===== src/rtl/pe_uno_ctrl.sv =====
// Sequencing controller for the unified gemm/div/exp/log processing element.
// Define UNO_CTRL_PERF_EN to add the saturating op_cnt_o completion counter.
module pe_uno_ctrl #(
  parameter int MUL_BW  = 16,
  parameter int ITER_BW = 4
) (
  input  logic               clk,
  input  logic               rst_n,
  input  logic               req_valid,
  output logic               req_ready,
  input  logic [1:0]         req_op,
  input  logic [MUL_BW-1:0]  req_x,
  input  logic [ITER_BW-1:0] req_iter,
  output logic [1:0]         gemm_uno_o,
  output logic [MUL_BW-1:0]  x_o,
  output logic               acc_clr_o,
  output logic               acc_en_o,
  output logic [ITER_BW-1:0] iter_idx_o,
  output logic               done_valid,
  input  logic               done_ready,
  output logic               busy_o
`ifdef UNO_CTRL_PERF_EN
  ,
  output logic [31:0]        op_cnt_o
`endif
);

  localparam logic [2:0] S_IDLE   = 3'd0;
  localparam logic [2:0] S_OFFSET = 3'd1;
  localparam logic [2:0] S_ITER   = 3'd2;
  localparam logic [2:0] S_DRAIN  = 3'd3;
  localparam logic [2:0] S_DONE   = 3'd4;

  localparam logic [ITER_BW-1:0] ONE = ITER_BW'(1);

  logic [2:0]         state;
  logic [1:0]         op_q;
  logic [MUL_BW-1:0]  x_q;
  logic [ITER_BW-1:0] n_q;
  logic [ITER_BW-1:0] idx_q;

  always_ff @(posedge clk or negedge rst_n) begin
    if (!rst_n) begin
      state <= S_IDLE;
      op_q  <= '0;
      x_q   <= '0;
      n_q   <= ONE;
      idx_q <= '0;
    end else begin
      case (state)
        S_IDLE: begin
          if (req_valid) begin
            op_q  <= req_op;
            x_q   <= req_x;
            n_q   <= (req_iter == '0) ? ONE : req_iter;
            state <= (req_op == 2'b00) ? S_ITER : S_OFFSET;
          end
        end
        S_OFFSET: state <= S_ITER;
        S_ITER: begin
          if (idx_q == n_q - ONE) begin
            idx_q <= '0;
            state <= S_DRAIN;
          end else begin
            idx_q <= idx_q + ONE;
          end
        end
        S_DRAIN: state <= S_DONE;
        S_DONE: begin
          if (done_ready) state <= S_IDLE;
        end
        default: state <= S_IDLE;
      endcase
    end
  end

  // gemm has no offset phase, so it clears on its first accumulate cycle
  assign acc_clr_o  = (state == S_OFFSET) ||
                      ((state == S_ITER) && (op_q == 2'b00) &&
                       (idx_q == '0));
  assign acc_en_o   = (state == S_ITER);
  assign iter_idx_o = (state == S_ITER) ? idx_q : '0;
  assign req_ready  = (state == S_IDLE);
  assign done_valid = (state == S_DONE);
  assign busy_o     = (state != S_IDLE);
  assign gemm_uno_o = op_q;
  assign x_o        = x_q;

`ifdef UNO_CTRL_PERF_EN
  logic [31:0] op_cnt_q;

  always_ff @(posedge clk or negedge rst_n) begin
    if (!rst_n) begin
      op_cnt_q <= '0;
    end else if ((state == S_DONE) && done_ready && (op_cnt_q != '1)) begin
      op_cnt_q <= op_cnt_q + 32'd1;
    end
  end

  assign op_cnt_o = op_cnt_q;
`endif

endmodule


===== config.mk =====
export PLATFORM = sky130hd
export DESIGN_NAME = pe_uno_ctrl
export DESIGN_NICKNAME = d
export VERILOG_FILES = /design/src/rtl/pe_uno_ctrl.sv
export SDC_FILE = /design/constraint.sdc
export NUM_CORES = 1
export LEC_CHECK = 0
export ABC_AREA = 1
export CAP_MARGIN = 10
export CORE_MARGIN = 10
export CORE_UTILIZATION = 44
export DETAILED_ROUTE_END_ITERATION = 10
export GPL_TIMING_DRIVEN = 0
export PLACE_DENSITY = 0.89
export SLEW_MARGIN = 5
export SYNTH_ARGS = -nofsm -noshare
export SYNTH_HDL_FRONTEND = slang
export SYNTH_SLANG_ARGS = --single-unit

===== constraint.sdc =====
create_clock -name clk -period 2.1 [get_ports clk]
set_clock_uncertainty 0.2 [all_clocks]
set_input_delay 0.21 -clock clk [delete_from_list [all_inputs] [get_ports clk]]
set_output_delay 0.21 -clock clk [all_outputs]
set_load 0.005 [all_outputs]

## After elaboration in Yosys (flattened, before gate mapping)

Cells that the tools add are included.

- Reduce and logical (&&, ||, !) cells: 11
- $add $sub $neg: 2
- Eq/ne operators: 8
- Multiplexer cells: 8

Operator list:

| operator | number |
|---|---|
| $pmux 3 s5 | 1 |
| $mux 4 | 3 |
| $mux 3 | 3 |
| $logic_not 4->1 | 2 |
| $eq 3x2->1 const B | 2 |
| $add 4x1->4 const B | 1 |
| $eq 4x4->1 | 1 |
| $logic_not 2->1 | 2 |
| $ne 2x1->1 const B | 2 |
| $sub 4x1->4 const B | 1 |
| $eq 3x1->1 const B | 1 |
| $eq 3x3->1 const B | 1 |
| $logic_not 3->1 | 1 |
| $reduce_and 3->1 | 1 |
| $reduce_bool 3->1 | 1 |
| $logic_and 1x1->1 | 2 |
| $mux 2 | 1 |
| $ne 2x2->1 const B | 1 |
| $reduce_and 2->1 | 1 |
| $logic_or 1x1->1 | 1 |

- Input bits: 26
- Output and inout port bits: 27
- Logic and storage cells: 34
- Register bits after elaboration: 29

## Depth between registers and ports, before layout

- Word-level depth: 4
- Depth in mapped cells: 11
- Mapped depth without buffers: 11

## Least setup slack after synthesis

Ideal clock, no wire load.

- Path kind: register -> register
- From: register n_q[0]
- To: register state[0]
- Period minus slack after synthesis: 1737 ps
- Path buffers: 0
- Required time: 1829 ps
- Cell stages (with the launch flop): 12
- Arrival time: 1466 ps
- Library setup time: 71 ps
- Slack: 363 ps
- Path through: dfstp_2 > inv_1 > ha_1 > inv_1 > nand2_1 > nand2_1 > nand2_1 > nor2_1 > nand2_1 > nand2_1 > nand3_1 > nor2_1

- Cells in the longest elaborated chain, start to end: 4

RTL lines:

| what | line | text |
|---|---|---|
| from (decl) | 39 | `logic [ITER_BW-1:0] n_q;` |
| from (signal assigned) | 55 | `n_q <= (req_iter == '0) ? ONE : req_iter;` |
| $sub 4x1->4 | 61 | `if (idx_q == n_q - ONE) begin` |
| $eq 4x4->1 | 61 |  |
| $ne 2x1->1 (no source line) | -- |  |
| $reduce_and 3->1 (no source line) | -- |  |
| to (signal assigned) | 56 | `state <= (req_op == 2'b00) ? S_ITER : S_OFFSET;` |
| to (decl) | 36 | `logic [2:0] state;` |

Every way passes these cells.
A chain may end at the register's enable or synchronous reset.

## Worst setup path after layout

- From: register state[2]
- To: output port acc_en_o

- Cells in the longest elaborated chain, start to end: 1

RTL lines:

| what | line | text |
|---|---|---|
| $eq 3x2->1 | 81 | `assign acc_en_o = (state == S_ITER);` |
| to (decl) | 17 | `output logic acc_en_o,` |

Every way passes these cells.

==> impl_metrics.ini <==
[run_status]
outcome = finished clean

[pwr]
p_leak_uw = 0.00107
p_total_uw = 3170
irDropWorstVdd_mv = 0.969
power.density_nw_per_um2 = 1470

[timing]
report.final.slew_viol_count = 0
hold_violations = 0
tightest_slew_ps = 660
layout_setup_ws_ps = 67.2
whs_ps = 244
fin_crit_ps = 2030
finalSetupTns_ps = 0
setup_violations = 0
slew_headroom_pct = 56.0
rsz0062_at_grt = no
timing.fmax_ghz = 0.492
period_share_pct = 96.8

[cells_and_area]
drive_gt1_share_pct = 20.7
syn_to_final_growth_pct = 48.1
fin_nets = 242
n_antenna_cell = 0
final_area_um2 = 2150

[yosys]
synth_common_cells = 34 x nand2_1, 28 x dfrtp_1, 21 x inv_1
synth-main-ff-cell = dfrtp_1
postSynth.asyncResetShare_pct = 100
synth_nets = 179
synth_cells = 150
synth_edf_count = 0
synthDistinctLibCells = 25
yosys.area.top_type_share_pct = 48.2
synth.yosys.seq_area_share_pct = 50.0
post-synth-top-count-cell = nand2_1
yosysWarnings = 0
synth_area_leaders = dfrtp_1 48%, nand2_1 8.8%, mux2_4 8.3%
synth_area_leader_cell = dfrtp_1
synth_seq_cells = 29
syn_area_um2 = 1460
syn_avg_cell_area_um2 = 9.70

[die]
die_w_um = 77.5
fp.dieH_um = 77.5
fp.coreArea_um2 = 3100
fp-row-count = 20
die_area_um2 = 6010
io_pins = 53
start_util_pct = 46.9

[flow_run]
cap_violations = 0

[placed_design]
dp_hpwl_um = 2700
place_ws_ps = 76.0
placed_cell_area_um2 = 2030
port_buffers = 52
gp_congestion = 0.837

[worst_setup_path]
cp.required_ps = 1690
crit_path_start_kind = flop
cp_slowest_stage_delay_ps = 510
cp.arrival_ps = 1620
crit_fanout = 7
worst_path_max_delay_cell = clkdlybuf4s50_1
r2r_end = state[0]$_DFFE_PN0P_
worstSetupPathType = flop to output pin
path_cells = nor2_2, nand2_4, inv_4, clkdlybuf4s50_1
r2r_start = n_q[0]$_DFFE_PN1P_
r2r_cells = 11
r2r_slack_ps = 180
endpoint_kind = output pin

[grt]
grt_max_degree = 30
grt_pass1_wl_um = 5730
grt_usage_pct = 11.6
grt_pass1_vias = 1290
grt-ovfl-total = 0
antenna_found_initial = 0

[detailed_routing]
vias_per_cell = 4.67
vias = 1200
route.final.wire_length_um = 3510
drt_iter0_markers = 69
ant_nets = 0
drt_first_pass_iters = 4
wire_per_inst_um = 13.6
drc_errors = 0

[clocking]
cts_max_level = 2
clk_path_buf_depth = 2
cts.sinks = 29
cts_tree = built
clkLatencyLatePin_ps = 320
clk_pin_slew_ps = 90
root_buffer = clkbuf_4
cts_made_buffers = 5

[min_path]
holdCritPathClass = primary input to async pin
[critical path: cells and delay by family (launching register included)]
kind                   cells  cell delay (ps)
AND/OR/NAND/NOR            2              260
flip-flops                 1              420
buffers and inverters      2              620
[flip-flops by register name (all words and copies together) (netlist names)]
name / count
n_q: 4
idx_q: 4
state: 3
gemm_uno_o: 2
x_o: 16
[per-layer routing]
metal	track usage [%]	share of wire, %	vias up
met1	11.6	38	560
met5	0	0	-
met4	4.56	0.97	0
met2	20.5	53	30
met3	5.41	8.0	3
li1	-	-	607
[layout by cell type (no fill, tap or decap), types with 2 or more instances in the layout]
cell	instances
buf_4	3
nand3_1	11
dfrtp_1	28
inv_1	18
nor2_2	4
ha_1	3
nor2_4	2
nor2_1	8
dlymetal6s2s_1	3
inv_2	3
nand2_1	32
o21ai_0	9
clkdlybuf4s50_1	47
clkbuf_4	5
mux2_2	8
clkbuf_1	2
nand2_4	2
mux2_4	8
[timing repair]
| action | CTS | global route |
|---|---|---|
| buffers inserted | 2 | 1 |
| hold buffers | 1 | 0 |
| endpoints found under the setup margin | 4 | 10 |
| endpoints found under the hold margin | 28 | 0 |
| pin swaps | 0 | 2 |
| resized for setup | 5 | 12 |
[cell type report]
cell class	count	area, µm²
Inverter	23	93.8
Tap cell	44	55.1
Timing Repair Buffer	56	554
Buffer	2	18.8
Sequential cell	29	727
Fill cell	263	948
Clock buffer	7	55.1
Multi-Input combinational cell	96	651
[stage by stage]
step	std cells	utilization [%]
2_1_floorplan	150	-
3_3_place_gp	246	65.4
3_5_place_dp	246	65.3
4_1_cts	256	68.3
5_1_grt	257	69.4
6_report	257	69.4
[worst max path at each step]
stage | from | cells past startpoint | endpoint | slack, ps
floorplan | n_q[0]$_DFFE_PN1P_ | 11 | state[0]$_DFFE_PN0P_ | 360
global placement | rst_n | 1 | x_o[11]$_DFFE_PN0P_ | 100
detailed placement | state[0]$_DFFE_PN0P_ | 4 | acc_clr_o | 80
CTS | state[2]$_DFFE_PN0P_ | 4 | acc_en_o | -1
global route | state[2]$_DFFE_PN0P_ | 4 | acc_en_o | 5
finish | state[2]$_DFFE_PN0P_ | 4 | acc_en_o | 70
[cell families after synthesis]
kind of cell               count (synthesis)  share of synthesized area (%)
muxes                                     16                           14.4
buffers and inverters                     25                           7.57
xor gates and xnor gates                   1                          0.602
AOI/OAI and AO/OA                         13                           4.99
and+or+nand+nor                           63                           19.9
DFF                                       29                           50.0
adders and majority gates                  3                           2.58
[power by group]
group	leakage (µW)	internal (µW)	total, µW	switching (µW)
clock	0.0000314	158	340	183
combinational	0.000689	992	1780	793
sequential	0.000347	848	1050	200
total	0.00107	2000	3170	1170
(Power assumes the default switching activity.)
